==> config.mk <==
export PLATFORM = sky130hd
export DESIGN_NAME = laser_cover_eval
export DESIGN_NICKNAME = d
export VERILOG_FILES = /design/src/rtl/laser_cover_eval.sv
export SDC_FILE = /design/constraint.sdc
export NUM_CORES = 1
export LEC_CHECK = 0
export BUFFER_PORTS_ARGS = -buffer_cell sky130_fd_sc_hd__buf_2
export CAP_MARGIN = 20
export CORE_MARGIN = 2
export CORE_UTILIZATION = 60
export DETAILED_ROUTE_END_ITERATION = 8
export PLACE_DENSITY = 0.77
export SLEW_MARGIN = 10
export SYNTH_ARGS = -nofsm -noshare
export SYNTH_HDL_FRONTEND = slang
export SYNTH_SLANG_ARGS = --single-unit
==> constraint.sdc <==
create_clock -name CLK -period 16.3 [get_ports CLK]
set_input_delay 2.445 -clock CLK [delete_from_list [all_inputs] [get_ports CLK]]
set_output_delay 2.445 -clock CLK [all_outputs]
set_load 0.03 [all_outputs]
==> src/rtl/laser_cover_eval.sv <==
// laser_cover_eval: loads NPTS 4-bit points (PT_*), evaluates two-circle candidates (CAND_*), reports covered count (RES_*) and tracks the best pair (BEST_*)
module laser_cover_eval #(
  parameter int NPTS = 40,
  parameter int R2   = 16
) (
  input  logic       CLK,
  input  logic       RST,
  input  logic       CLR,
  input  logic       PT_VLD,
  input  logic [3:0] PT_X,
  input  logic [3:0] PT_Y,
  output logic       LOADED,
  input  logic       CAND_VLD,
  output logic       CAND_RDY,
  input  logic [3:0] CAND_C1X,
  input  logic [3:0] CAND_C1Y,
  input  logic [3:0] CAND_C2X,
  input  logic [3:0] CAND_C2Y,
  output logic       RES_VLD,
  output logic [5:0] RES_CNT,
  output logic       RES_BEST,
  output logic [3:0] BEST_C1X,
  output logic [3:0] BEST_C1Y,
  output logic [3:0] BEST_C2X,
  output logic [3:0] BEST_C2Y,
  output logic [5:0] BEST_CNT
);
  localparam int IW = $clog2(NPTS + 1);
  typedef enum logic [1:0] {S_LOAD, S_WAIT, S_EVAL, S_RESULT} state_t;
  state_t r_state;
  logic [7:0] r_mem [NPTS];
  logic [IW-1:0] r_widx, r_eidx;
  logic [3:0] r_px, r_py, r_c1x, r_c1y, r_c2x, r_c2y;
  logic r_pv, r_loaded, r_rdy, r_res_vld, r_res_best;
  logic [5:0] r_cnt, r_res_cnt, r_best_cnt;
  logic [15:0] r_best_c;
  logic w_wr, w_cov;
  logic [5:0] w_cnt_nxt;
  function automatic logic [8:0] f_d2(input logic [3:0] px, py, cx, cy);
    logic [3:0] dx, dy;
    dx = px >= cx ? px - cx : cx - px;
    dy = py >= cy ? py - cy : cy - py;
    return 9'(dx) * 9'(dx) + 9'(dy) * 9'(dy);
  endfunction
  assign w_wr = r_state == S_LOAD && PT_VLD && !CLR;
  assign w_cov = f_d2(r_px, r_py, r_c1x, r_c1y) <= 9'(R2) || f_d2(r_px, r_py, r_c2x, r_c2y) <= 9'(R2);
  assign w_cnt_nxt = r_cnt + 6'(r_pv & w_cov);
  always_ff @(posedge CLK) begin
    if (w_wr) r_mem[r_widx] <= {PT_X, PT_Y};
  end
  // EVAL reads one point per cycle into r_px/r_py and scores it a cycle later,
  // so the last point is scored on the edge that enters RESULT (T+NPTS+1).
  always_ff @(posedge CLK or posedge RST) begin
    if (RST) begin
      r_state    <= S_LOAD;
      r_widx     <= '0;
      r_eidx     <= '0;
      r_px       <= '0;
      r_py       <= '0;
      r_pv       <= 1'b0;
      r_c1x      <= '0;
      r_c1y      <= '0;
      r_c2x      <= '0;
      r_c2y      <= '0;
      r_cnt      <= '0;
      r_loaded   <= 1'b0;
      r_rdy      <= 1'b0;
      r_res_vld  <= 1'b0;
      r_res_best <= 1'b0;
      r_res_cnt  <= '0;
      r_best_cnt <= '0;
      r_best_c   <= '0;
    end else if (CLR) begin
      r_state    <= S_LOAD;
      r_widx     <= '0;
      r_eidx     <= '0;
      r_pv       <= 1'b0;
      r_loaded   <= 1'b0;
      r_rdy      <= 1'b0;
      r_res_vld  <= 1'b0;
      r_res_best <= 1'b0;
      r_res_cnt  <= '0;
      r_best_cnt <= '0;
      r_best_c   <= '0;
    end else begin
      case (r_state)
        S_LOAD: if (PT_VLD) begin
          r_widx <= r_widx == IW'(NPTS - 1) ? '0 : r_widx + 1'b1;
          if (r_widx == IW'(NPTS - 1)) begin
            r_state  <= S_WAIT;
            r_loaded <= 1'b1;
            r_rdy    <= 1'b1;
          end
        end
        S_WAIT: if (CAND_VLD) begin
          r_c1x   <= CAND_C1X;
          r_c1y   <= CAND_C1Y;
          r_c2x   <= CAND_C2X;
          r_c2y   <= CAND_C2Y;
          r_cnt   <= '0;
          r_eidx  <= '0;
          r_pv    <= 1'b0;
          r_rdy   <= 1'b0;
          r_state <= S_EVAL;
        end
        S_EVAL: if (r_eidx == IW'(NPTS)) begin
          r_pv       <= 1'b0;
          r_cnt      <= w_cnt_nxt;
          r_res_vld  <= 1'b1;
          r_res_cnt  <= w_cnt_nxt;
          r_res_best <= w_cnt_nxt > r_best_cnt;
          if (w_cnt_nxt > r_best_cnt) begin
            r_best_cnt <= w_cnt_nxt;
            r_best_c   <= {r_c1x, r_c1y, r_c2x, r_c2y};
          end
          r_state <= S_RESULT;
        end else begin
          {r_px, r_py} <= r_mem[r_eidx];
          r_pv   <= 1'b1;
          r_cnt  <= w_cnt_nxt;
          r_eidx <= r_eidx + 1'b1;
        end
        S_RESULT: begin
          r_res_vld  <= 1'b0;
          r_res_best <= 1'b0;
          r_rdy      <= 1'b1;
          r_state    <= S_WAIT;
        end
      endcase
    end
  end
  assign LOADED = r_loaded;
  assign CAND_RDY = r_rdy;
  assign RES_VLD = r_res_vld;
  assign RES_CNT = r_res_cnt;
  assign RES_BEST = r_res_best;
  assign BEST_CNT = r_best_cnt;
  assign {BEST_C1X, BEST_C1Y, BEST_C2X, BEST_C2Y} = r_best_c;
endmodule

# After elaboration in Yosys (flattened, before gate mapping)
# Memory sizes are Yosys's and may differ from the RTL's. A register that Yosys moved wholly into a read port is not among the register bits.
# Cells that the tools add are included.
dict set report word_totals {
  reg_bits 69
  mem_bits_rw 320
  in_bits 29
  out_inout_bits 32
  wordCells 130
  mem_count 1
}
# name depth width read_ports rd_clocked_by_memory_dff wr line
set memory_table {}
lappend memory_table {r_mem 40 8 1 1 1 31} ;# logic [7:0] r_mem [NPTS];
dict set report classes {
  n_addsub 13
  multipliers 4
  n_lt_le_gt_ge 7
  n_eq_ne 11
  muxes 48
  n_bitwise 3
  reduce_logical 27
}
# op count
set op_table {}
lappend op_table {{$mux W6} 14}
lappend op_table {{$mux W16} 4}
lappend op_table {{$mul A4 B4 Y8} 4}
lappend op_table {{$sub A4 B4 Y4} 8}
lappend op_table {{$pmux W6 S2} 2}
lappend op_table {{$add A8 B8 Y9} 2}
lappend op_table {{$le A9 B5 Y1 const B} 2}
lappend op_table {{$reduce_and A3 Y1} 6}
lappend op_table {{$ge A4 B4 Y1} 4}
lappend op_table {{$mux W4} 4}
lappend op_table {{$mux W1} 14}
lappend op_table {{$reduce_bool A2 Y1} 7}
lappend op_table {{$add A6 B1 Y6 const B} 2}
lappend op_table {{$eq A6 B6 Y1 const B} 2}
lappend op_table {{$ne A3 B3 Y1 const B} 4}
lappend op_table {{$mux W2} 5}
lappend op_table {{$pmux W2 S4} 1}
lappend op_table {{$reduce_and A2 Y1} 4}
lappend op_table {{$reduce_and A4 Y1} 2}
lappend op_table {{$add A6 B1 Y6} 1}
lappend op_table {{$gt A6 B6 Y1} 1}
lappend op_table {{$pmux W1 S2} 3}
lappend op_table {{$reduce_bool A3 Y1} 2}
lappend op_table {{$eq A2 B2 Y1 const B} 2}
lappend op_table {{other kinds (11)} 13}

# Logic depth before layout (Yosys ltp)
# Gate-level depths: netlist of run 1.
dict set report depth {
  depth_word 13
  ltp_mapped 35
}

# Worst setup path after synthesis of run 1
# OpenSTA, ideal clock, no wires.
dict set report synth_path {
  kind {register -> register}
  from {register r_py[0]}
  to {register r_best_cnt[0] (netlist: BEST_CNT[0])}
  setup_time_ns 0.096
  arrival_ns 7.718
  t_required_ns 16.204
  slack_ns 8.487
  path_stages_with_launch 34
  n_path_buf 2
  path_cell_list {dfrtp_1 inv_1 ha_1 inv_1 fa_1 a21oi_1 o21ai_1 or3b_1 and3_1 or3_1 fa_1 fa_1 fa_1 inv_1 fa_1 ha_1 inv_1 fa_1 xor2_1 o21ai_0 a2111oi_0 o21a_1 ha_1 nand3_1 xor2_1 inv_1 ha_1 a21o_1 a21o_1 a221o_1 and3_1 buf_6 buf_12 o32ai_2}
}
dict set report synth_via {
  elab_chain_cells 12
  word_cells_on_any_way 24
  cone_classes {add/sub (7); mul (2); order compare (5); mux (6); bitwise (1); reduce/logical (3)}
}
# item line
set synth_rtl {}
lappend synth_rtl {{start: declaration} 33} ;# logic [3:0] r_px, r_py, r_c1x, r_c1y, r_c2x, r_c2y;
lappend synth_rtl {{start signal: assignment} 118} ;# {r_px, r_py} <= r_mem[r_eidx];
lappend synth_rtl {{$sub A4 B4 Y4 / $ge A4 B4 Y1 (equally long branches)} 42} ;# dy = py >= cy ? py - cy : cy - py;
lappend synth_rtl {{$mux W4} 42}
lappend synth_rtl {{$mul A4 B4 Y8} 43} ;# return 9'(dx) * 9'(dx) + 9'(dy) * 9'(dy);
lappend synth_rtl {{$add A8 B8 Y9} 43}
lappend synth_rtl {{$le A9 B5 Y1} 46} ;# assign w_cov = f_d2(r_px, r_py, r_c1x, r_c1y) <= 9'(R2) || f_d2(r_px, r_py, r_c2x, r_c2y) <= 9'(R2);
lappend synth_rtl {{$logic_or A1 B1 Y1 (*)} 46}
lappend synth_rtl {{$and A1 B1 Y1 (*)} 47} ;# assign w_cnt_nxt = r_cnt + 6'(r_pv & w_cov);
lappend synth_rtl {{$add A6 B1 Y6 (*)} 47}
lappend synth_rtl {{branches (longest 4 deep; another with $gt A6 B6 Y1)} n/a}
lappend synth_rtl {{end signal: assignment} 113} ;# r_best_cnt <= w_cnt_nxt;
lappend synth_rtl {{end: declaration} 35} ;# logic [5:0] r_cnt, r_res_cnt, r_best_cnt;
# Every way passes the cells marked *. The select of a mux whose other input is x is not followed.
# A chain may end at the register's enable or synchronous reset.

# Worst setup path after layout of run 1
dict set report layout_path {
  from {register r_py[0]}
  to {register r_best_cnt[5] (netlist: BEST_CNT[5])}
}
# Same word-level chain as after synthesis.

==> results.tsv, run 1 <==
stage	metric	value	unit
sta	Setup WS post-layout	7620	ps
route	Vias/cell	6.20	
clocking	Reg clk slew, reported paths	60	ps
floorplan	starting density of the core	61.1	%
flow_run	MaxCap Viol Count	0	
sta	final worst-path cycle share	53.2	%
sta	RSZ-0062 raised after global routing	no	
floorplan	FP Rows	64	
route	DRC errors left	0	
logic_synthesis	syn_area_per_cell	14.9	um^2
floorplan	# IOs	61	
logic_synthesis	sequential fraction of the synthesis area	61.6	%
route	M1 WL	16500	um
sta	Setup-failing EPs final	0	
outcome	status	finished clean	
finish	Final nets	1454	
route	Routed WL	39500	um
clocking	CTS Sinks	397	
clocking	Post-CTS Resized	0	
clocking	CTS tree	built	
logic_synthesis	Synth warnings	0	
sta	Fin. Hold Viols	0	
global_routing	largest net degree at the start of global routing	78	
finish	Finished Cell Area	20700	um^2
logic_synthesis	number of synthesized flops with an enable pin	320	
placement	dpl hpwl	25700	um
logic_synthesis	Netlist cell types	69	
finish	Area Growth Syn to Fin	10.3	%
floorplan	Die Area	32600	um^2
logic_synthesis	Syn Nets	1393	
logic_synthesis	number of synthesized register bits	397	
placement	post-placement cell area	19300	um^2
route	Via Count	10800	
clocking	CTS H-tree lvls	2	
global_routing	first-pass GRT wire length	62300	um
placement	pre-CTS WS	7680	ps
route	Detailed Routing Iterations Pass 1	5	
global_routing	initial antenna violation count	0	
sta	Slew @ Worst Pin	924	ps
sta	Max Fclk	0.115	GHz
floorplan	core area	30700	um^2
sta	minimum clock period	8680	ps
global_routing	number of global-route vias before repair	11000	
logic_synthesis	mapped cell area	18700	um^2
setup_path	critical path launch point type	flop	
sta	Setup TNS	0	ps
clocking	Setup Buffers After CTS	0	
route	routed len/inst	22.6	um
sta	clk_skew	18.5	ps
route	met2 WL	19400	um
finish	most common cell after layout, fill and taps aside	edfxtp_1	
global_routing	Tot GR Track Use	24.7	%
floorplan	Die Y	181	um
floorplan	Die Span X	181	um
setup_path	R2R setup slack	7620	ps
sta	Max Slew Vio Count	0	
clocking	total CTS buffers	42	
logic_synthesis	Synth Flop Type	edfxtp_1	
setup_path	critical-path maximum fanout	22	
setup_path	CP Capture Type	flop	
logic_synthesis	Post-synth ARST share	19.4	%
placement	PortBufs	60	
finish	commonest non-fill, non-tap cells in the layout	320 x edfxtp_1, 96 x inv_1, 79 x mux2i_1, 79 x nor2_1, 77 x ha_1	
setup_path	Worst EP required	16720	ps
setup_path	worst path arrival time	9100	ps
clocking	root buf cell	clkbuf_16	
logic_synthesis	Cells after Synth	1257	
sta	slew margin rel.	38.2	%
finish	diode count	0	
placement	RD Place Congestion	0.906	
clocking	hold buffer count at CTS	0	
clocking	clk buf depth	3	
clocking	worst-skew pair later-pin latency	540	ps
hold_path	Worst Hold Class	flop to flop	
setup_path	WS Path Type	flop to flop	
finish	fraction of layout cells with a size suffix above 1	16.6	%
route	ANT nets after route	0	
route	met3 WL	2550	um
route	uppermost layer routed	met4	
route	1st-iter DRT viols	885	
setup_path	Crit-path slowest cell	nor4_1	
global_routing	GRT overflow	0	
setup_path	Crit path largest cell delay	700	ps
-- path summary, 6_finish.rpt --
kind / startpoint / to / cells past startpoint
min in group asynchronous: RST / r_c2y[1]$_DFFE_PP0P_ / 3
max in group asynchronous: RST / r_eidx[0]$_DFFE_PP0P_ / 4
min: r_cnt[0]$_DFFE_PP0P_ / r_cnt[0]$_DFFE_PP0P_ / 2
max reg2reg: r_py[0]$_DFFE_PP0P_ / BEST_CNT[5]$_DFFE_PP0P_ / 31
min reg2reg: r_cnt[0]$_DFFE_PP0P_ / r_cnt[0]$_DFFE_PP0P_ / 2
max: r_py[0]$_DFFE_PP0P_ / BEST_CNT[5]$_DFFE_PP0P_ / 31
-- per-layer routing --
layer | GRT usage (%) | up-vias
li1 | - | 4861
met1 | 34.6 | 5476
met2 | 41.1 | 424
met3 | 3.53 | 68
met4 | 6.87 | 0
met5 | 0 | -
-- through the flow --
stage,cells,util [%],hold slack [ps]
2_1_floorplan,1257,-,450
3_3_place_gp,1669,62.9,473
3_5_place_dp,1669,62.9,480
4_1_cts,1747,67.3,491
5_1_grt,1748,67.4,513
6_report,1748,67.4,487
-- worst max-delay path, delay by kind of cell, from the launching register on --
| kind | cells | cell delay (ps) |
|---|---|---|
| flops | 1 | 400 |
| mux | 1 | 90 |
| xor+xnor | 1 | 340 |
| fa+ha+maj | 10 | 3490 |
| simple gates | 7 | 2150 |
| compound gates | 7 | 1500 |
| buf+inv | 5 | 580 |
-- Yosys cell counts, drive strengths merged (8+ instances only) --
cell type / number / area share (%)
a21o: 16 / 0.64
mux4: 57 / 6.9
nand3: 11 / 0.29
dfrtp: 77 / 10
fa: 30 / 3.2
a31o: 9 / 0.42
buf: 26 / 1.1
edfxtp: 320 / 51
a21oi: 55 / 1.5
inv: 97 / 1.9
nor2: 81 / 1.7
nand2: 44 / 0.88
xor2: 8 / 0.37
a22oi: 9 / 0.36
o221ai: 17 / 0.79
nor2b: 19 / 0.63
ha: 77 / 5.1
mux2: 19 / 1.1
mux2i: 79 / 4.2
clkbuf: 26 / 0.52
nand2b: 44 / 1.5
o21ai: 32 / 0.85
-- final cells by class --
class,instances,area [um^2]
clock inverter,29,241
multi-input combinational,711,6530
tap,396,495
sequential,397,11500
fill,2104,10000
clock buffer,49,1100
timing repair buffer,69,388
inverter,97,365
-- sequential cells by signal, indices dropped and copies added (netlist names) --
signal	cells
r_eidx	6
r_c2x	4
r_c1y	4
LOADED	1
r_c1x	4
r_px	4
BEST_CNT	6
r_cnt	6
RES_VLD	1
r_state	2
RES_BEST	1
r_best_c	16
r_c2y	4
CAND_RDY	1
r_py	4
r_mem	320
r_pv	1
r_widx	6
RES_CNT	6
-- logic make-up after synthesis --
| group | Yosys count | share of synthesized area [%] |
|---|---|---|
| flops | 397 | 61.6 |
| simple gates | 248 | 6.79 |
| compound gates | 191 | 7.05 |
| mux | 155 | 12.2 |
| buf+inv | 149 | 3.54 |
| fa+ha+maj | 107 | 8.35 |
| xor+xnor | 10 | 0.468 |
Power of run 1 is left out: the tool's default activity adds up to more than one toggle a clock period on the data nets, which glitch-free logic cannot reach.
==> run 2, diff against run 1 <==
==> constraint.sdc (replaced) <==
create_clock -name CLK -period 8.8 [get_ports CLK]
set_input_delay 1.32 -clock CLK [delete_from_list [all_inputs] [get_ports CLK]]
set_output_delay 1.32 -clock CLK [all_outputs]
set_load 0.03 [all_outputs]
==> results.tsv, run 2 (synthesized netlist as in run 1, its figures left out) <==
stage	metric	value	unit
global_routing	first-pass GRT wire length	62500	um
floorplan	Die Area	32600	um^2
floorplan	starting density of the core	61.1	%
sta	minimum clock period	8310	ps
route	1st-iter DRT viols	858	
global_routing	GRT overflow	0	
clocking	CTS H-tree lvls	2	
route	met2 WL	20100	um
finish	largest registers	r_mem: 320 flops, r_best_c: 16 flops	
route	uppermost layer routed	met4	
placement	PortBufs	60	
global_routing	Tot GR Track Use	24.8	%
finish	Final nets	1456	
route	DRC errors left	0	
route	Detailed Routing Iterations Pass 1	5	
placement	RD Place Congestion	0.896	
finish	commonest non-fill, non-tap cells in the layout	320 x edfxtp_1, 96 x inv_1, 79 x mux2i_1, 79 x nor2_1, 77 x ha_1	
sta	clk_skew	20.6	ps
clocking	Reg clk slew, reported paths	60	ps
finish	fraction of layout cells with a size suffix above 1	17.2	%
clocking	Setup Buffers After CTS	0	
global_routing	number of global-route vias before repair	11100	
floorplan	core area	30700	um^2
clocking	total CTS buffers	41	
setup_path	worst path arrival time	8740	ps
floorplan	# IOs	61	
setup_path	Worst EP required	9230	ps
floorplan	Die Span X	181	um
setup_path	Top delay family on crit path	adder cells	
setup_path	WS Path Type	flop to flop	
finish	max FFs per register	320	
setup_path	Crit path largest cell delay	560	ps
hold_path	Worst Hold Class	flop to flop	
flow_run	MaxCap Viol Count	0	
finish	Area Growth Syn to Fin	10.5	%
finish	diode count	0	
clocking	CTS tree	built	
route	met3 WL	2570	um
placement	dpl hpwl	25700	um
clocking	root buf cell	clkbuf_16	
sta	Fin. Hold Viols	0	
setup_path	Crit path buffers/inverters	6	
route	Via Count	10800	
setup_path	critical-path maximum fanout	22	
finish	most common cell after layout, fill and taps aside	edfxtp_1	
clocking	CTS Sinks	397	
sta	final worst-path cycle share	94.5	%
floorplan	FP Rows	64	
route	M1 WL	16200	um
outcome	status	finished clean	
finish	Biggest register	r_mem	
route	routed len/inst	22.9	um
sta	Max Slew Vio Count	0	
global_routing	initial antenna violation count	0	
sta	Max Fclk	0.120	GHz
setup_path	Crit-path slowest cell	fa_1	
sta	Setup-failing EPs final	0	
sta	Slew @ Worst Pin	983	ps
sta	slew margin rel.	34.5	%
setup_path	critical path launch point type	flop	
floorplan	Die Y	181	um
clocking	clk buf depth	3	
global_routing	largest net degree at the start of global routing	78	
route	Routed WL	40000	um
route	Vias/cell	6.18	
sta	Setup TNS	0	ps
setup_path	most used cell, CP	fa_1	
clocking	worst-skew pair later-pin latency	530	ps
route	ANT nets after route	0	
sta	RSZ-0062 raised after global routing	no	
setup_path	CP Capture Type	flop	
[run 2: cell types whose count changed in the layout (fill, tap and decap cells not counted), sizes merged]
cell    previous run  this run
bufinv             3         5
clkinv            23        17
inv               96        99
clkbuf            49        46
buf               69        72
[run 2: through the flow]
step / worst slack [ps] / hold WS [ps] / utilization, % / instance area (um^2) / std cells
3_5_place_dp: 411 / 481 / 63.0 / 19300 / 1672
4_1_cts: 408 / 494 / 67.3 / 20700 / 1746
5_1_grt: 18.8 / 519 / 67.5 / 20700 / 1747
2_1_floorplan: 987 / 450 / - / 18700 / 1257
6_report: 488 / 493 / 67.5 / 20700 / 1747
3_3_place_gp: 680 / 474 / 63.0 / 19300 / 1672
[run 2: timing repair]
action / in CTS / in global routing
hold buffers: 0 / 0
setup endpoints to repair: 0 / 16
gates resized for setup: 0 / 2
[run 2: final timing paths]
path                                 startpoint                      end  slack (ps)  cells past startpoint
max in group asynchronous                   RST    r_eidx[0]$_DFFE_PP0P_        7340                      4
min                        CAND_RDY$_DFFE_PP0P_     CAND_RDY$_DFFE_PP0P_         490                      1
max reg2reg                 r_py[0]$_DFFE_PP0P_  BEST_CNT[5]$_DFFE_PP0P_         490                     32
min reg2reg                CAND_RDY$_DFFE_PP0P_     CAND_RDY$_DFFE_PP0P_         490                      1
max                         r_py[0]$_DFFE_PP0P_  BEST_CNT[5]$_DFFE_PP0P_         490                     32
min in group asynchronous                   RST     r_c1y[3]$_DFFE_PP0P_         850                      3
[run 2: area by class of cell]
type | instances | area [um^2]
Sequential cell | 397 | 11500
Fill cell | 2098 | 9980
Multi-Input combinational cell | 711 | 6540
Clock buffer | 46 | 1050
Tap cell | 396 | 495
Timing Repair Buffer | 72 | 410
Inverter | 97 | 365
Clock inverter | 28 | 283
[run 2: routing by layer]
layer  global-route usage (%)  up-vias
met5                        0        -
met4                     8.19        0
met3                     3.81       75
met2                     41.8      432
met1                     33.5     5452
li1                         -     4845
Power of run 2 is left out for the same reason.
==> run 3, diff against run 2 <==
--- a/config.mk
+++ b/config.mk
@@ -7,10 +7,12 @@
 export LEC_CHECK = 0
 export BUFFER_PORTS_ARGS = -buffer_cell sky130_fd_sc_hd__buf_2
 export CAP_MARGIN = 20
+export CELL_PAD_IN_SITES_DETAIL_PLACEMENT = 1
+export CELL_PAD_IN_SITES_GLOBAL_PLACEMENT = 2
 export CORE_MARGIN = 2
-export CORE_UTILIZATION = 60
+export CORE_UTILIZATION = 46
 export DETAILED_ROUTE_END_ITERATION = 8
-export PLACE_DENSITY = 0.77
+export PLACE_DENSITY_LB_ADDON = 0.1
 export SLEW_MARGIN = 10
 export SYNTH_ARGS = -nofsm -noshare
 export SYNTH_HDL_FRONTEND = slang
==> results.tsv, run 3 (synthesized netlist as in run 1, its figures left out) <==
stage	metric	value	unit
global_routing	number of global-route vias before repair	11700	
setup_path	critical path launch point type	flop	
clocking	worst-skew pair later-pin latency	590	ps
placement	dpl hpwl	30500	um
setup_path	most used cell, CP	fa_1	
global_routing	first-pass GRT wire length	70900	um
finish	Final nets	1459	
clocking	CTS tree	built	
route	Vias/cell	5.65	
outcome	status	finished clean	
setup_path	critical-path maximum fanout	21	
placement	PortBufs	60	
finish	commonest non-fill, non-tap cells in the layout	320 x edfxtp_1, 96 x inv_1, 79 x nor2_1	
flow_run	MaxCap Viol Count	0	
route	Routed WL	45200	um
setup_path	WS Path Type	flop to flop	
setup_path	Worst Setup SP	r_py[0]$_DFFE_PP0P_	
finish	Reg area	11500	um^2
route	routed len/inst	24.0	um
clocking	root buf cell	clkbuf_16	
route	Via Count	10600	
sta	minimum clock period	8230	ps
setup_path	Crit-path slowest cell	fa_1	
hold_path	Worst Hold Class	flop to flop	
finish	multi-input logic area	6550	um^2
sta	Max Slew Vio Count	0	
finish	Area Growth Syn to Fin	12.3	%
floorplan	core area	40000	um^2
finish	most common cell after layout, fill and taps aside	edfxtp_1	
floorplan	FP Rows	73	
sta	Fin. Hold Viols	0	
finish	Biggest register	r_mem	
finish	max FFs per register	320	
global_routing	Tot GR Track Use	22.5	%
finish	diode count	0	
clocking	Reg clk slew, reported paths	60	ps
finish	largest registers	r_mem: 320 flops, r_best_c: 16 flops	
clocking	Setup Buffers After CTS	0	
route	DRC errors left	0	
floorplan	starting density of the core	46.8	%
floorplan	Die Area	42400	um^2
floorplan	Die Y	206	um
finish	fill cell count	3856	
sta	hold_ws	489	ps
clocking	CTS H-tree lvls	2	
finish	fraction of layout cells with a size suffix above 1	17.6	%
hold_path	HP Start	r_cnt[0]$_DFFE_PP0P_	
setup_path	Crit path largest cell delay	580	ps
sta	Slew @ Worst Pin	1000	ps
floorplan	# IOs	61	
placement	RD Place Congestion	0.830	
clocking	CTS Sinks	397	
setup_path	Worst EP required	9270	ps
sta	slew margin rel.	33.1	%
sta	final worst-path cycle share	93.6	%
global_routing	initial antenna violation count	0	
route	1st-iter DRT viols	624	
route	Detailed Routing Iterations Pass 1	5	
route	ANT nets after route	0	
setup_path	RR Startpoint	r_py[0]$_DFFE_PP0P_	
clocking	clk buf depth	3	
sta	Max Fclk	0.121	GHz
sta	Setup-failing EPs final	0	
sta	Setup TNS	0	ps
setup_path	CP Capture Type	flop	
setup_path	worst path arrival time	8700	ps
floorplan	Die Span X	206	um
global_routing	largest net degree at the start of global routing	78	
global_routing	GRT overflow	0	
sta	clk_skew	27.8	ps
clocking	total CTS buffers	44	
sta	RSZ-0062 raised after global routing	no	
## run 3: cell type report
| class | instances | area share, % |
|---|---|---|
| clock buffers | 50 | 5.53 |
| flip-flops and latches | 397 | 54.9 |
| inverters | 97 | 1.74 |
| repair buffers | 72 | 1.95 |
| multi-input cells | 711 | 31.1 |
| clock inverters | 31 | 1.68 |
| well taps | 525 | 3.12 |
## run 3: metal layers
| layer | track usage, % | vias up | share of wire [%] |
|---|---|---|---|
| li1 | - | 4854 | - |
| met1 | 30.2 | 5499 | 44 |
| met2 | 38.3 | 214 | 49 |
| met3 | 3.60 | 73 | 4.2 |
| met4 | 6.07 | 0 | 2.4 |
| met5 | 0 | - | 0 |
## run 3: path summary, 6_finish.rpt
path	to	slack, ps	depth (start not counted)
setup / recovery	BEST_CNT[4]$_DFFE_PP0P_	570	32
hold / removal	r_cnt[0]$_DFFE_PP0P_	490	2
setup reg to reg	BEST_CNT[4]$_DFFE_PP0P_	570	32
hold reg to reg	r_cnt[0]$_DFFE_PP0P_	490	2
max in group asynchronous	r_eidx[0]$_DFFE_PP0P_	7320	4
min in group asynchronous	r_best_c[1]$_DFFE_PP0P_	840	3
## run 3: repair_timing
action	CTS	global route
hold buffers	0	0
hold endpoints to repair	0	0
resized for setup	0	5
endpoints found under the setup margin	0	21
## run 3: worst max-delay path: cells and delay by family (launching register included)
family                   cells  cell delay (ps)
AO/OA/AOI/OAI                7             1490
AND/OR/NAND/NOR              7             1610
flip-flops                   1              400
buffers and inverters        6              620
XOR/XNOR                     2              340
adder cells (fa/ha/maj)     10             3660
## run 3: per-stage QoR
stage                     cell area [um^2]  utilization [%]  std cells  setup slack [ps]
after global placement               19500             48.7       1801               671
after detailed placement             19500             48.7       1801               432
after global routing                 21000             52.6       1883              5.30
final                                21000             52.6       1883               565
after floorplan                      18700                -       1257               987
after CTS                            21000             52.5       1882               381
Power of run 3 is left out for the same reason.
